--- config.mk ---
export PLATFORM = sky130hd
export DESIGN_NAME = bf16_acc_flat
export DESIGN_NICKNAME = d
export VERILOG_FILES = /design/src/rtl/bf16_acc_if.sv /design/src/rtl/bf16_acc.sv /design/src/flat_wrapper.sv
export SDC_FILE = /design/constraint.sdc
export NUM_CORES = 1
export LEC_CHECK = 0
export CORE_MARGIN = 5
export CORE_UTILIZATION = 52
export CTS_CLUSTER_DIAMETER = 60
export DETAILED_ROUTE_END_ITERATION = 10
export DONT_BUFFER_PORTS = 1
export PLACE_DENSITY_LB_ADDON = 0.15
export SLEW_MARGIN = 20
export SYNTH_ARGS = -nofsm -noshare
export SYNTH_HDL_FRONTEND = slang
export SYNTH_SLANG_ARGS = --single-unit
--- constraint.sdc ---
create_clock -name clk_i -period 13.6 [get_ports clk_i]
set_input_delay 2.04 -clock clk_i [delete_from_list [all_inputs] [get_ports clk_i]]
set_output_delay 2.04 -clock clk_i [all_outputs]
set_load 0.02 [all_outputs]
--- src/rtl/bf16_acc_if.sv ---
// Handshake bundle for the bf16 product accumulator.
// Input stream: products with valid/ready and a last marker.
// Output stream: finished sums with their term count.
// The sideband clear_i aborts the sum being built.
// Optional macro FPU_ACC_STATUS_EN adds the status_o exception flags.
interface bf16_acc_if #(
    parameter int CNT_W = 8
);
    logic             in_valid_i;
    logic             in_ready_o;
    logic [15:0]      in_data_i;
    logic             in_last_i;
    logic             clear_i;
    logic             out_valid_o;
    logic             out_ready_i;
    logic [15:0]      out_data_o;
    logic [CNT_W-1:0] out_count_o;
`ifdef FPU_ACC_STATUS_EN
    logic [2:0]       status_o;

    modport master (
        output in_valid_i, in_data_i, in_last_i, clear_i, out_ready_i,
        input  in_ready_o, out_valid_o, out_data_o, out_count_o, status_o
    );

    modport slave (
        input  in_valid_i, in_data_i, in_last_i, clear_i, out_ready_i,
        output in_ready_o, out_valid_o, out_data_o, out_count_o, status_o
    );
`else
    modport master (
        output in_valid_i, in_data_i, in_last_i, clear_i, out_ready_i,
        input  in_ready_o, out_valid_o, out_data_o, out_count_o
    );

    modport slave (
        input  in_valid_i, in_data_i, in_last_i, clear_i, out_ready_i,
        output in_ready_o, out_valid_o, out_data_o, out_count_o
    );
`endif
endinterface

--- src/rtl/bf16_acc.sv ---
// bfloat16 running-sum accumulator fed by the bf16 multiplier.
// Each accepted term goes through ACC -> ALIGN -> ADD, with one add in flight.
// A term marked last, or the AUTO_LAST-th term, routes the sum to OUT.
// Subnormals are flushed to zero, rounding is nearest-even, and NaN is sticky.
// Optional macro FPU_ACC_STATUS_EN adds status_o = {invalid, overflow, inexact}.
module bf16_acc #(
    parameter int CNT_W     = 8,
    parameter int AUTO_LAST = 0
) (
    input logic       clk_i,
    input logic       rst_i,
    bf16_acc_if.slave bus
);
    typedef enum logic [1:0] {ACC, ALIGN, ADD, OUT} state_t;

    typedef struct packed {
        logic [15:0] res;
        logic        ovf;
        logic        inx;
    } rnd_t;

    localparam logic [15:0]      QNAN    = 16'h7FC0;
    localparam logic [CNT_W-1:0] CNT_MAX = '1;

    function automatic logic is_nan(input logic [14:0] x);
        return (x[14:7] == 8'hFF) && (x[6:0] != 7'd0);
    endfunction

    function automatic logic is_inf(input logic [14:0] x);
        return (x[14:7] == 8'hFF) && (x[6:0] == 7'd0);
    endfunction

    // Zero-exponent operands become signed zero.
    function automatic logic [15:0] flush(input logic [15:0] x);
        return (x[14:7] == 8'd0) ? {x[15], 15'd0} : x;
    endfunction

    // Right-shift an 8-bit significand into {sig, G, R, S}.
    // Shifted-out bits are folded into the sticky bit.
    function automatic logic [10:0] align_shift(input logic [7:0] sig, input logic [7:0] diff);
        logic [21:0] wide;
        logic [10:0] r;
        if (diff >= 8'd11) begin
            r = {10'd0, |sig};
        end else begin
            wide = {sig, 14'd0} >> diff;
            r    = wide[21:11];
            r[0] = r[0] | (|wide[10:0]);
        end
        return r;
    endfunction

    // Round a normalized {1.frac, G, R, S} to nearest-even.
    // Saturates to signed Inf on overflow and flushes to signed zero on underflow.
    function automatic rnd_t round_pack(input logic sign, input logic signed [9:0] exp_n,
                                        input logic [10:0] m);
        rnd_t              r;
        logic              rnd_up;
        logic [7:0]        mant;
        logic signed [9:0] exp_r;
        r      = '0;
        rnd_up = m[2] & (m[1] | m[0] | m[3]);
        mant   = {1'b0, m[9:3]} + {7'd0, rnd_up};
        exp_r  = mant[7] ? (exp_n + 10'sd1) : exp_n;
        r.inx  = |m[2:0];
        if ((exp_n < 10'sd1) || !m[10]) begin
            r.res = {sign, 15'd0};
            r.inx = 1'b1;
        end else if (exp_r >= 10'sd255) begin
            r.res = {sign, 15'h7F80};
            r.ovf = 1'b1;
            r.inx = 1'b1;
        end else begin
            r.res = {sign, exp_r[7:0], mant[6:0]};
        end
        return r;
    endfunction

    state_t           state;
    logic [15:0]      acc_q;
    logic [CNT_W-1:0] cnt_q;
    logic             last_q;
    logic             rdy_q;
    logic             vld_q;
    logic             accept;
    logic             auto_last;

    // Operand captured at the handshake.
    logic [15:0]      op_p0;

    // Aligned operands and special-case result.
    logic             sign_big_p1;
    logic [7:0]       exp_big_p1;
    logic [7:0]       sig_big_p1;
    logic [10:0]      sml_p1;
    logic             sub_p1;
    logic             spec_p1;
    logic [15:0]      spec_res_p1;
    logic             spec_inv_p1;

    // Combinational alignment from the accumulator and the latched operand.
    logic [15:0]      a_f, b_f, big, sml;
    logic             a_nan, b_nan, a_inf, b_inf, nan_res;
    logic [7:0]       diff;

    // Combinational add, normalize and round.
    logic [11:0]       sum_s;
    logic [10:0]       norm_m;
    logic signed [9:0] norm_e;
    logic [3:0]        lz;
    logic              found;
    rnd_t              rnd;
    logic [15:0]       add_res;
    logic              add_inv, add_ovf, add_inx;

    assign accept    = (state == ACC) && rdy_q && bus.in_valid_i;
    assign auto_last = (AUTO_LAST != 0) && ((int'(cnt_q) + 1) == AUTO_LAST);

    assign bus.in_ready_o  = rdy_q;
    assign bus.out_valid_o = vld_q;
    assign bus.out_data_o  = acc_q;
    assign bus.out_count_o = cnt_q;

    // Order the operands by magnitude and classify specials.
    always_comb begin
        a_f     = flush(acc_q);
        b_f     = flush(op_p0);
        a_nan   = is_nan(a_f[14:0]);
        b_nan   = is_nan(b_f[14:0]);
        a_inf   = is_inf(a_f[14:0]);
        b_inf   = is_inf(b_f[14:0]);
        nan_res = a_nan || b_nan || (a_inf && b_inf && (a_f[15] != b_f[15]));
        big     = (b_f[14:0] > a_f[14:0]) ? b_f : a_f;
        sml     = (b_f[14:0] > a_f[14:0]) ? a_f : b_f;
        diff    = big[14:7] - sml[14:7];
    end

    // Capture the operand at the handshake.
    always_ff @(posedge clk_i) begin
        if (accept) begin
            op_p0 <= bus.in_data_i;
        end
    end

    // ALIGN -> ADD boundary
    always_ff @(posedge clk_i) begin
        if (state == ALIGN) begin
            sign_big_p1 <= big[15];
            exp_big_p1  <= big[14:7];
            sig_big_p1  <= {|big[14:7], big[6:0]};
            sml_p1      <= align_shift({|sml[14:7], sml[6:0]}, diff);
            sub_p1      <= big[15] ^ sml[15];
            spec_p1     <= nan_res || a_inf || b_inf;
            spec_res_p1 <= nan_res ? QNAN : (a_inf ? {a_f[15], 15'h7F80} : {b_f[15], 15'h7F80});
            spec_inv_p1 <= nan_res;
        end
    end

    // Magnitude add or subtract, normalize, then round.
    always_comb begin
        if (sub_p1) begin
            sum_s = {1'b0, sig_big_p1, 3'b000} - {1'b0, sml_p1};
        end else begin
            sum_s = {1'b0, sig_big_p1, 3'b000} + {1'b0, sml_p1};
        end
        lz    = 4'd0;
        found = 1'b0;
        for (int i = 10; i >= 0; i--) begin
            if (!found) begin
                if (sum_s[i]) begin
                    found = 1'b1;
                end else begin
                    lz = lz + 4'd1;
                end
            end
        end
        if (sum_s[11]) begin
            norm_m = {sum_s[11:2], sum_s[1] | sum_s[0]};
            norm_e = signed'({2'b00, exp_big_p1}) + 10'sd1;
        end else begin
            norm_m = sum_s[10:0] << lz;
            norm_e = signed'({2'b00, exp_big_p1}) - signed'({6'd0, lz});
        end
        rnd     = round_pack(sign_big_p1, norm_e, norm_m);
        add_res = rnd.res;
        add_ovf = rnd.ovf;
        add_inx = rnd.inx;
        add_inv = 1'b0;
        if (spec_p1) begin
            add_res = spec_res_p1;
            add_ovf = 1'b0;
            add_inx = 1'b0;
            add_inv = spec_inv_p1;
        end else if (sum_s == 12'd0) begin
            add_res = 16'h0000;
            add_ovf = 1'b0;
            add_inx = 1'b0;
        end
    end

    // Control FSM: accumulator, term count, handshake flags.
    always_ff @(posedge clk_i or posedge rst_i) begin
        if (rst_i) begin
            state  <= ACC;
            acc_q  <= 16'h0000;
            cnt_q  <= '0;
            last_q <= 1'b0;
            rdy_q  <= 1'b0;
            vld_q  <= 1'b0;
        end else if (bus.clear_i) begin
            state  <= ACC;
            acc_q  <= 16'h0000;
            cnt_q  <= '0;
            last_q <= 1'b0;
            rdy_q  <= 1'b1;
            vld_q  <= 1'b0;
        end else begin
            case (state)
                ACC: begin
                    if (accept) begin
                        last_q <= bus.in_last_i || auto_last;
                        if (cnt_q != CNT_MAX) begin
                            cnt_q <= cnt_q + CNT_W'(1);
                        end
                        rdy_q  <= 1'b0;
                        state  <= ALIGN;
                    end else begin
                        rdy_q  <= 1'b1;
                    end
                end
                ALIGN: begin
                    state <= ADD;
                end
                ADD: begin
                    acc_q <= add_res;
                    if (last_q) begin
                        vld_q <= 1'b1;
                        state <= OUT;
                    end else begin
                        rdy_q <= 1'b1;
                        state <= ACC;
                    end
                end
                OUT: begin
                    if (bus.out_ready_i) begin
                        acc_q <= 16'h0000;
                        cnt_q <= '0;
                        vld_q <= 1'b0;
                        rdy_q <= 1'b1;
                        state <= ACC;
                    end
                end
                default: begin
                    state <= ACC;
                end
            endcase
        end
    end

`ifdef FPU_ACC_STATUS_EN
    logic [2:0] flags_q;

    // Sticky per-sum exception flags, dropped when the sum leaves or is aborted.
    always_ff @(posedge clk_i or posedge rst_i) begin
        if (rst_i) begin
            flags_q <= 3'b000;
        end else if (bus.clear_i) begin
            flags_q <= 3'b000;
        end else if ((state == OUT) && bus.out_ready_i) begin
            flags_q <= 3'b000;
        end else if (state == ADD) begin
            flags_q <= flags_q | {add_inv, add_ovf, add_inx};
        end
    end

    assign bus.status_o = flags_q;
`else
    // The exception flags have no consumer without the status output.
    logic unused_flags;
    assign unused_flags = ^{add_inv, add_ovf, add_inx};
`endif
endmodule

--- src/flat_wrapper.sv ---
// flat-port wrapper written by rule: the top's interface ports become plain ports
module bf16_acc_flat 
#(
    parameter int CNT_W     = 8,
    parameter int AUTO_LAST = 0
)
  (clk_i, rst_i, bus_in_valid_i, bus_in_data_i, bus_in_last_i, bus_clear_i, bus_out_ready_i, bus_in_ready_o, bus_out_valid_o, bus_out_data_o, bus_out_count_o);
  bf16_acc_if #(.CNT_W(CNT_W)) bus_i ();
  input logic clk_i;
  input logic rst_i;
  input wire logic [$bits(bus_i.in_valid_i)-1:0] bus_in_valid_i;
  input wire logic [$bits(bus_i.in_data_i)-1:0] bus_in_data_i;
  input wire logic [$bits(bus_i.in_last_i)-1:0] bus_in_last_i;
  input wire logic [$bits(bus_i.clear_i)-1:0] bus_clear_i;
  input wire logic [$bits(bus_i.out_ready_i)-1:0] bus_out_ready_i;
  output wire logic [$bits(bus_i.in_ready_o)-1:0] bus_in_ready_o;
  output wire logic [$bits(bus_i.out_valid_o)-1:0] bus_out_valid_o;
  output wire logic [$bits(bus_i.out_data_o)-1:0] bus_out_data_o;
  output wire logic [$bits(bus_i.out_count_o)-1:0] bus_out_count_o;
  assign bus_i.in_valid_i = bus_in_valid_i;
  assign bus_i.in_data_i = bus_in_data_i;
  assign bus_i.in_last_i = bus_in_last_i;
  assign bus_i.clear_i = bus_clear_i;
  assign bus_i.out_ready_i = bus_out_ready_i;
  assign bus_in_ready_o = bus_i.in_ready_o;
  assign bus_out_valid_o = bus_i.out_valid_o;
  assign bus_out_data_o = bus_i.out_data_o;
  assign bus_out_count_o = bus_i.out_count_o;
  bf16_acc #(.CNT_W(CNT_W), .AUTO_LAST(AUTO_LAST)) u_core (.clk_i(clk_i), .rst_i(rst_i), .bus(bus_i));
endmodule
==> results of run 1 <==
final timing paths:
check	end	from	slack, ns	cells after the start
hold reg to reg	u_core.bus.out_data_o[15]	u_core.spec_res_p1[15]	0.58	2
setup / recovery	u_core.bus.out_data_o[1]	u_core.sml_p1[4]	2.67	46
setup reg to reg	u_core.bus.out_data_o[1]	u_core.sml_p1[4]	2.67	46
hold / removal	u_core.bus.out_data_o[15]	u_core.spec_res_p1[15]	0.58	2
max in group asynchronous	u_core.bus.out_data_o[0]	rst_i	11.54	1
min in group asynchronous	u_core.bus.out_count_o[5]	rst_i	1.65	1
kinds of logic (layout without fill, tap and decap cells):
kind of cell | count (synthesis) | count (layout)
fa+ha+maj | 59 | 59
mux | 40 | 40
simple gates | 351 | 351
xor+xnor | 50 | 50
flops | 77 | 77
buf+inv | 100 | 83
compound gates | 244 | 244
stage by stage:
step / worst slack [ns] / instances / utilization, % / hold WS (ns) / cell area [um2]
final: 2.67 / 1092 / 55.0 / 0.578 / 8270
after global placement: 3.14 / 1076 / 53.0 / 0.540 / 7960
after detailed placement: 2.90 / 1076 / 53.0 / 0.564 / 7960
after global routing: 1.83 / 1092 / 55.0 / 0.641 / 8270
after floorplan: 4.20 / 921 / - / 0.507 / 7860
after CTS: 2.85 / 1092 / 55.0 / 0.582 / 8270
sequential cells by signal (all words and copies together) (netlist names):
register,cells
u_core.bus.out_valid_o,1
u_core.spec_res_p1,2
u_core.op_p0,16
u_core.bus.out_data_o,16
u_core.bus.in_ready_o,1
u_core.sig_big_p1,8
u_core.bus.out_count_o,8
u_core.sign_big_p1,1
u_core.spec_p1,1
u_core.sub_p1,1
u_core.sml_p1,11
u_core.state,2
u_core.last_q,1
u_core.exp_big_p1,8
worst reg2reg max path: cells and delay by family, from the launching register on:
kind	cells	cell delay, ns
AOI/OAI and AO/OA	19	4.82
adders and majority gates	7	2.10
and+or+nand+nor	13	1.83
xor gates and xnor gates	4	1.38
DFF	1	0.40
buffers and inverters	2	0.20
muxes	1	0.15
area by class of cell:
type,instances,area [um2]
fillers,1411,6770
multi-input cells,744,5280
flip-flops and latches,77,2170
well taps,188,235
inverters,60,230
clock buffers,9,225
clock inverters,7,80.1
repair buffers,7,52.6
per-layer routing:
metal / GRT usage, % / wire (um) / vias up
met2: 36.8 / 9520 / 236
met4: 7.62 / 455 / 0
met1: 31.8 / 9290 / 3273
li1: - / - / 3391
met3: 4.87 / 1380 / 35
met5: 0 / 0 / -
cells in the mapped netlist (all sizes together) (16+ instances only):
| cell type | n | area, um2 |
|---|---|---|
| a211oi | 16 | 130 |
| a31oi | 16 | 128 |
| nor3 | 25 | 135 |
| buf | 16 | 105 |
| dfrtp | 29 | 726 |
| nand2 | 109 | 409 |
| xor2 | 16 | 140 |
| nor4 | 17 | 125 |
| ha | 57 | 713 |
| xnor2 | 34 | 328 |
| clkbuf | 24 | 90.1 |
| o21ai | 65 | 325 |
| edfxtp | 48 | 1440 |
| nand3 | 28 | 145 |
| a21oi | 44 | 228 |
| nand4 | 20 | 125 |
| mux2i | 22 | 233 |
| inv | 60 | 230 |
| nor2 | 73 | 277 |
==> flow_metrics.tcl, run 1 <==
set metrics [dict create \
    cts_buffer_depth 2 \
    cts_hold_buf 0 \
    cp.required_ns 13.88 \
    synth_xor_area_share_pct 5.95 \
    status "complete, no violations" \
    mostFrequentLayoutCells "109 x nand2_1, 72 x nor2_1, 57 x ha_1, 55 x inv_1, 55 x o21ai_0" \
    hold_path_class "reg -> reg" \
    root_buffer "clkbuf_16" \
    final_nets 980 \
    vias 6935 \
    max_slew_margin_pct 43.2 \
    global_route.overflow_total 0 \
    fp.coreArea_um2 15000 \
    tightestPinTransition_ns 0.852 \
    min_period_ns 10.93 \
    initial_core_util_pct 52.3 \
    grt_usage_pct 23.3 \
    first_iter_violations 562 \
    max_freq_mhz 91.5 \
    fin_worst_skew_ns 0.00918 \
    clock-sinks 77 \
    dieArea_um2 17700 \
    arrival_ns 11.21 \
    routed_via_density 6.35 \
    cpMostUsedCell "ha_1" \
    port_buffers 0 \
    synth_edf_count 48 \
    maxCapViolCount 0 \
    hpwl_um 16400 \
    antenna_cells 0 \
    ios 48 \
    route.detailed.drc 0 \
    numCtsBuffers 9 \
    slowest_stage "xnor2_1" \
    startpoint_type "register" \
    layout.cells.most_common "nand2_1" \
    synth-main-ff-cell "edfxtp_1" \
    ctsHtreeMaxLevel 3 \
    post_cts_buffers 0 \
    critPathTopFamily "compound AO/OA/AOI/OAI gates" \
    cts_tree "done" \
    synthArstFlopShare_pct 37.7 \
    first_pass_iters 5 \
    synth_compound_area_share_pct 22.4 \
    gp_congestion 0.925 \
    synth_area_um2 7860 \
    cp_max_fo 15 \
    synth-simple-area-share_pct 22.8 \
    tns_ns 0 \
    synth_mux_area_share_pct 6.35 \
    die_w_um 133 \
    hold_violations 0 \
    rsz0062_at_grt "no" \
    cts_resized 0 \
    avgRoutedWirePerCell_um 18.9 \
    cp-end-kind "register" \
    syn2layout_area_growth_pct 5.14 \
    drv_slew 0 \
    timing_worst_setup_path_type "reg -> reg" \
    setup_viol 0 \
    ys_warn_count 0 \
    synth_fp_nets 1002 \
    ys_ff_latch 77 \
    num_rows 45 \
    drt.antenna.violating_nets 0 \
    clk_pin_slew_ns 0.06 \
    cp_slowest_stage_delay_ns 0.63 \
    synth.avg_cell_area_um2 8.54 \
    synth_top_family_by_area "simple AND/OR/NAND/NOR gates" \
    synth_cells 921 \
    antenna_found_initial 0 \
    grt_pass1_wl_um 33700 \
    clock_latency_ns 0.34 \
    wirelength_um 20600 \
    synth_seq_area_share_pct 27.6 \
    synth_cell_types 101 \
    grt_max_degree 33 \
    grt_pass1_vias 6597 \
    drive_gt1_share_pct 9.51 \
    crit_buf_inv 2 \
    synth-adder-area-share_pct 9.58 \
    post-route-period-util_pct 80.4 \
    dieHeight_um 133 \
]
Power of run 1 is not shown: default switching activity piles up to over one toggle a cycle in this logic, so the estimate is an artifact.
==> run 2, diff against run 1 <==
==> constraint.sdc (replaced) <==
create_clock -name clk_i -period 11.5 [get_ports clk_i]
set_input_delay 1.725 -clock clk_i [delete_from_list [all_inputs] [get_ports clk_i]]
set_output_delay 1.725 -clock clk_i [all_outputs]
set_load 0.02 [all_outputs]
==> flow_metrics.tcl, run 2 (synthesis gave the netlist of run 1 again) <==
set metrics [dict create \
    status "complete, no violations" \
    drive_gt1_share_pct 9.73 \
    rsz0062_at_grt "no" \
    fp.coreArea_um2 15000 \
    cp_max_fo 15 \
    max_freq_mhz 94.1 \
    max_slew_margin_pct 44.8 \
    first_iter_violations 552 \
    setup_viol 0 \
    cpMostUsedCell "ha_1" \
    cp.required_ns 11.78 \
    layout.cells.most_common "nand2_1" \
    tns_ns 0 \
    grt_max_degree 33 \
    port_buffers 0 \
    tightestPinTransition_ns 0.829 \
    cp-end-kind "register" \
    critPathTopFamily "compound AO/OA/AOI/OAI gates" \
    vias 6982 \
    min_period_ns 10.63 \
    grt_pass1_wl_um 34500 \
    drt.antenna.violating_nets 0 \
    clock-sinks 77 \
    clock_latency_ns 0.34 \
    dieArea_um2 17700 \
    dieHeight_um 133 \
    antenna_cells 0 \
    arrival_ns 10.91 \
    hold_violations 0 \
    gp_congestion 0.932 \
    cts_resized 0 \
    fin_worst_skew_ns 0.0102 \
    crit_buf_inv 1 \
    die_w_um 133 \
    syn2layout_area_growth_pct 5.36 \
    slowest_stage "ha_1" \
    grt_pass1_vias 6714 \
    clk_pin_slew_ns 0.07 \
    initial_core_util_pct 52.3 \
    n_fill_cell 1397 \
    routed_via_density 6.39 \
    cts_hold_buf 0 \
    root_buffer "clkbuf_16" \
    mostFrequentLayoutCells "109 x nand2_1, 72 x nor2_1, 57 x ha_1, 55 x inv_1, 55 x o21ai_0" \
    numCtsBuffers 9 \
    global_route.overflow_total 0 \
    num_rows 45 \
    maxCapViolCount 0 \
    antenna_found_initial 0 \
    grt_usage_pct 23.7 \
    drv_slew 0 \
    post-route-period-util_pct 92.4 \
    cts_buffer_depth 2 \
    cp_slowest_stage_delay_ns 0.55 \
    timing_worst_setup_path_type "reg -> reg" \
    first_pass_iters 5 \
    hold_path_class "reg -> reg" \
    avgRoutedWirePerCell_um 19.1 \
    ios 48 \
    startpoint_type "register" \
    final_nets 980 \
    post_cts_buffers 0 \
    ctsHtreeMaxLevel 3 \
    wirelength_um 20800 \
    route.detailed.drc 0 \
    cts_tree "done" \
    hpwl_um 16600 \
    reg2reg_slack_ns 0.87 \
]
run 2: cell types whose count changed in the layout (fill, tap and decap cells not counted):
cell,delta
bufinv_16,-1
xnor2_2,+2
clkinvlp_4,-1
clkbuf_16,+1
a31oi_4,+1
xnor2_1,-2
a31oi_2,-1
inv_4,+1
run 2: area by class of cell:
cell class,count,area [um2],area share (%)
Clock buffer,10,250,3.02
Clock inverter,6,48.8,0.589
Inverter,60,230,2.78
Multi-Input combinational cell,744,5300,64.0
Sequential cell,77,2170,26.2
Tap cell,188,235,2.84
Timing Repair Buffer,7,52.6,0.634
run 2: final timing paths:
check,startpoint,endpoint,cells past startpoint
min reg2reg,u_core.spec_res_p1[15],u_core.bus.out_data_o[15],2
min,u_core.spec_res_p1[15],u_core.bus.out_data_o[15],2
min in group asynchronous,rst_i,u_core.bus.out_count_o[5],1
max,u_core.sig_big_p1[3],u_core.bus.out_data_o[1],45
max in group asynchronous,rst_i,u_core.bus.in_ready_o,1
max reg2reg,u_core.sig_big_p1[3],u_core.bus.out_data_o[1],45
run 2: layer usage:
| layer | up-vias | part of all wire (%) | routed length (um) | GRT usage [%] |
|---|---|---|---|---|
| li1 | 3387 | - | - | - |
| met1 | 3340 | 45 | 9420 | 32.8 |
| met2 | 237 | 47 | 9770 | 38.2 |
| met3 | 18 | 6.4 | 1330 | 4.30 |
| met4 | 0 | 1.6 | 327 | 6.00 |
| met5 | - | 0 | 0 | 0 |
run 2: per-stage QoR:
| step | hold WS [ns] | util, % | setup slack (ns) | instances | area [um2] |
|---|---|---|---|---|---|
| global placement | 0.540 | 53.0 | 1.07 | 1076 | 7960 |
| CTS | 0.569 | 55.0 | 0.747 | 1092 | 8260 |
| detailed placement | 0.555 | 53.0 | 0.793 | 1076 | 7960 |
| global route | 0.643 | 55.1 | 0.0247 | 1092 | 8290 |
| floorplan | 0.507 | - | 2.10 | 921 | 7860 |
| finish | 0.568 | 55.1 | 0.871 | 1092 | 8290 |
run 2: tightest hold or removal path: stages (launching register included):
cell	delay [ns]
edfxtp_1	0.32
a21oi_1	0.07
o21ai_0	0.14
Power of run 2 is left out for the same reason.
==> RTL edit 1 (flow settings as in run 2) <==
`CNT_W` is set to 8 in 3 places; all go to 7.
--- a/src/rtl/bf16_acc_if.sv
+++ b/src/rtl/bf16_acc_if.sv
@@ -5,5 +5,5 @@
 // Optional macro FPU_ACC_STATUS_EN adds the status_o exception flags.
 interface bf16_acc_if #(
-    parameter int CNT_W = 8
+    parameter int CNT_W = 7
 );
     logic             in_valid_i;
--- a/src/rtl/bf16_acc.sv
+++ b/src/rtl/bf16_acc.sv
@@ -5,5 +5,5 @@
 // Optional macro FPU_ACC_STATUS_EN adds status_o = {invalid, overflow, inexact}.
 module bf16_acc #(
-    parameter int CNT_W     = 8,
+    parameter int CNT_W     = 7,
     parameter int AUTO_LAST = 0
 ) (
--- a/src/flat_wrapper.sv
+++ b/src/flat_wrapper.sv
@@ -2,5 +2,5 @@
 module bf16_acc_flat 
 #(
-    parameter int CNT_W     = 8,
+    parameter int CNT_W     = 7,
     parameter int AUTO_LAST = 0
 )
Interface: changed (resized bus_out_count_o); port bits go from 48 to 47. The function was not compared with the original's and may differ.
==> RTL edit 1 against run 2 <==
Worst setup slack worse by 120 ps. Area after synthesis up 2.8%. Utilization up 0.61 points. First-iteration DRC count up 39%. Final area up 2.3%. Wire length up 8.1%. Sequential cell count down 1. Critical path type unchanged. Critical endpoint is now u_core.bus.out_data_o[4].
Power is not shown: default switching activity piles up to over one toggle a cycle in this logic, so the estimate is an artifact.
==> RTL edit 1: results (changes against run 2) <==
worst clock skew=7.59 ps (-2.57 ps); Seq area share=25.3% (-0.87 points); vias in the first global route=6889 (+2.6%); Avg Cell Area, Syn=8.26 um2 (-3.2%); Max FO, Critical Path=17 (+2); layout cells sized above 1=7.67% (-2.1 points); nonclk buf count=10 (+3); core area=0.0152 mm2 (+1.1%); first-pass GRT wire length=36.3 mm (+5.2%); GP Congestion=0.942 (+1.1%); nets=1028 (+4.9%); wire per inst=19.8 um (+3.5%); post-layout min period=10750 ps (+120 ps); slowest cell on the critical path=o311ai_0; FILL cells=1402 (+0.36%); top post-synthesis cells by count=nand2_1 (111), nor2_1 (68), ha_1 (57); Tot GR Track Use=24.6% (+0.94 points); Via Count=7563 (+8.3%); status=finished clean; Seq/Total Area, Yosys=26.5% (-1.0 points); Worst Tran Pin Value=1040 ps (+207 ps); largest net degree at the start of global routing=43 (+30%); met3 wire length=1.61 mm (+21%); #MultiIn Comb=793 (+6.6%); Critical Path AT=11000 ps (+90 ps); Non-clk invs=57 (-5.0%); DR iter-0 viols=766 (+39%); number of library cell types mapped by synthesis=93 (-7.9%); clock buffer count=11 (+1); DRT Pass-1 Iters=6 (+1); CTS Sinks=76 (-1.3%); Mapped Nets=1059 (+5.7%); critical path's largest stage delay=600 ps (+50 ps)
## RTL edit 1: logic make-up after synthesis
logic type / Yosys count / share of synthesized area [%]
AND/OR/NAND/NOR: 379 / 24.3
AO/OA/AOI/OAI: 282 / 24.7
buffers and inverters: 109 / 5.50
flip-flops: 76 / 26.5
adder cells (fa/ha/maj): 60 / 9.45
multiplexers: 37 / 5.67
XOR/XNOR: 35 / 3.89
## RTL edit 1: per-stage QoR
step           hold slack [ps]  utilization [%]  setup slack, ps
6_report                   572             55.7              751
5_1_grt                    590             55.7             39.3
4_1_cts                    561             55.7              980
3_5_place_dp               553             53.8              995
3_3_place_gp               535             53.8             1250
2_1_floorplan              486                -             2010
## RTL edit 1: final timing paths
| path | slack [ps] | endpoint | depth (start not counted) | from |
|---|---|---|---|---|
| hold reg to reg | 570 | u_core.bus.out_data_o[6] | 2 | u_core.spec_res_p1[6] |
| min in group asynchronous | 1330 | u_core.bus.out_data_o[9] | 1 | rst_i |
| setup / recovery | 750 | u_core.bus.out_data_o[4] | 45 | u_core.sig_big_p1[0] |
| setup reg to reg | 750 | u_core.bus.out_data_o[4] | 45 | u_core.sig_big_p1[0] |
| hold / removal | 570 | u_core.bus.out_data_o[6] | 2 | u_core.spec_res_p1[6] |
| max in group asynchronous | 9780 | u_core.bus.out_data_o[5] | 1 | rst_i |
## RTL edit 1: worst register-to-register path: cells and delay by family, from the launching register on
family / cells / cell delay, ps
compound gates: 13 / 2980
fa+ha+maj: 8 / 2540
simple gates: 13 / 2490
xor+xnor: 4 / 900
buf+inv: 4 / 690
mux: 3 / 650
flops: 1 / 410
## RTL edit 1: per-layer routing
layer,track usage (%),vias to the layer above
met5,0,-
met4,7.47,0
met3,4.21,49
met2,39.1,323
met1,34.4,3565
li1,-,3626
==> RTL edit 2 (settings of run 2) <==
Made on the original files. Re-encode `state_t` (4 states) as one-hot, 4 bits wide.
--- a/src/rtl/bf16_acc.sv
+++ b/src/rtl/bf16_acc.sv
@@ -12,5 +12,5 @@
     bf16_acc_if.slave bus
 );
-    typedef enum logic [1:0] {ACC, ALIGN, ADD, OUT} state_t;
+    typedef enum logic [3:0] {ACC = 4'b0001, ALIGN = 4'b0010, ADD = 4'b0100, OUT = 4'b1000} state_t;
 
     typedef struct packed {
Formal check against the unedited RTL: same outputs for any inputs over 4 cycles, from zero or initial values and one cycle with rst_i high; so few cycles prove little.
==> RTL edit 2 against run 2 <==
Clock skew shrank 1.5 ps. Sequential cell count is 2 higher. Final area up 2.6%. Area after synthesis up 2.9%. Worst setup slack worse by 80 ps. Via count is 6.2% higher. Sequential share of layout area is 0.062 points lower. Count of clock-buffer cells in the layout unchanged. Wire length rose by 3.7%. Highest routed layer unchanged.
Power is left out: it rests on default switching activity, and per cell area and clock period it moved more than threefold.
==> RTL edit 2: results (changes against run 2) <==
Seq/Total Area, Yosys=27.4% (-0.14 points); nets=1024 (+4.5%); Avg Cell Area, Syn=8.26 um2 (-3.3%); Reg2Reg Launch Point=u_core.sml_p1[0]; met3 wire length=1.60 mm (+21%); Worst R2R Path Depth=42 (-6.7%); R2R Path End=u_core.bus.out_data_o[0]; Worst Tran Pin Value=957 ps (+128 ps); Hold EP=u_core.bus.out_data_o[6]; R2R Setup Slk=790 ps (-80 ps); vias in the first global route=6734 (+0.30%); GP Congestion=0.996 (+6.8%); status=finished clean; Post-DP Area=0.00821 mm2 (+3.1%); CP top delay family=simple AND/OR/NAND/NOR gates; drt total wl=21.6 mm (+3.7%); worst hold start=u_core.spec_res_p1[6]; number of library cell types mapped by synthesis=104 (+3.0%); asr flop ratio synth=39.2% (+1.6 points); Max FO, Critical Path=9 (-6); met1 WL=9.39 mm (-0.34%); WL met2=9.84 mm (+0.73%); Area contributors post-synth=edfxtp_1 (18%), dfrtp_1 (9.3%), ha_1 (8.0%), nand2_1 (5.9%), nor2_1 (3.9%); worst hold slack=517 ps (-50.5 ps); Critical Path AT=10980 ps (+70 ps); largest net degree at the start of global routing=41 (+24%); FILL cells=1388 (-0.64%); first-pass GRT wire length=35.0 mm (+1.6%)
[RTL edit 2: layout make-up]
cell class              count  area [um2]  share of cell area (%)
flip-flops and latches     79        2220                    26.1
clock buffers              10         239                    2.81
clock inverters             6        46.3                   0.545
well taps                 211         264                    3.11
inverters                  55         206                    2.43
multi-input cells         792        5450                    64.0
repair buffers             11        82.6                   0.971
[RTL edit 2: logic make-up after synthesis]
logic type      Yosys count  share of synthesized area (%)
simple gates            396                           24.5
compound gates          264                           23.8
buf+inv                 109                           5.52
flops                    79                           27.4
fa+ha+maj                54                           8.54
xor+xnor                 42                           4.87
mux                      36                           5.34
[RTL edit 2: worst min-delay path, stage by stage, from the launching register on]
cell and delay [ps]:
edfxtp_1 320, a32oi_1 90, o21ai_1 70
[RTL edit 2: what timing repair did]
action,in CTS,in global routing
resized for setup,0,1
hold buffers,0,0
setup endpoints to repair,0,6
[RTL edit 2: how the worst max path moves through the flow]
stage	startpoint	to	slack, ps	depth (start not counted)
after floorplan	u_core.sig_big_p1[0]	u_core.bus.out_data_o[0]	1180	45
after global placement	u_core.sig_big_p1[0]	u_core.bus.out_data_o[12]	940	42
after detailed placement	u_core.sig_big_p1[0]	u_core.bus.out_data_o[6]	750	40
after CTS	u_core.sig_big_p1[0]	u_core.bus.out_data_o[5]	740	40
after global routing	u_core.sml_p1[0]	u_core.bus.out_data_o[2]	110	42
final	u_core.sml_p1[0]	u_core.bus.out_data_o[0]	790	42
[RTL edit 2: per-layer routing]
metal,global-route usage [%],vias to the layer above
met2,38.6,294
met1,31.4,3479
met3,5.14,69
met5,0,-
met4,8.77,0
li1,-,3576
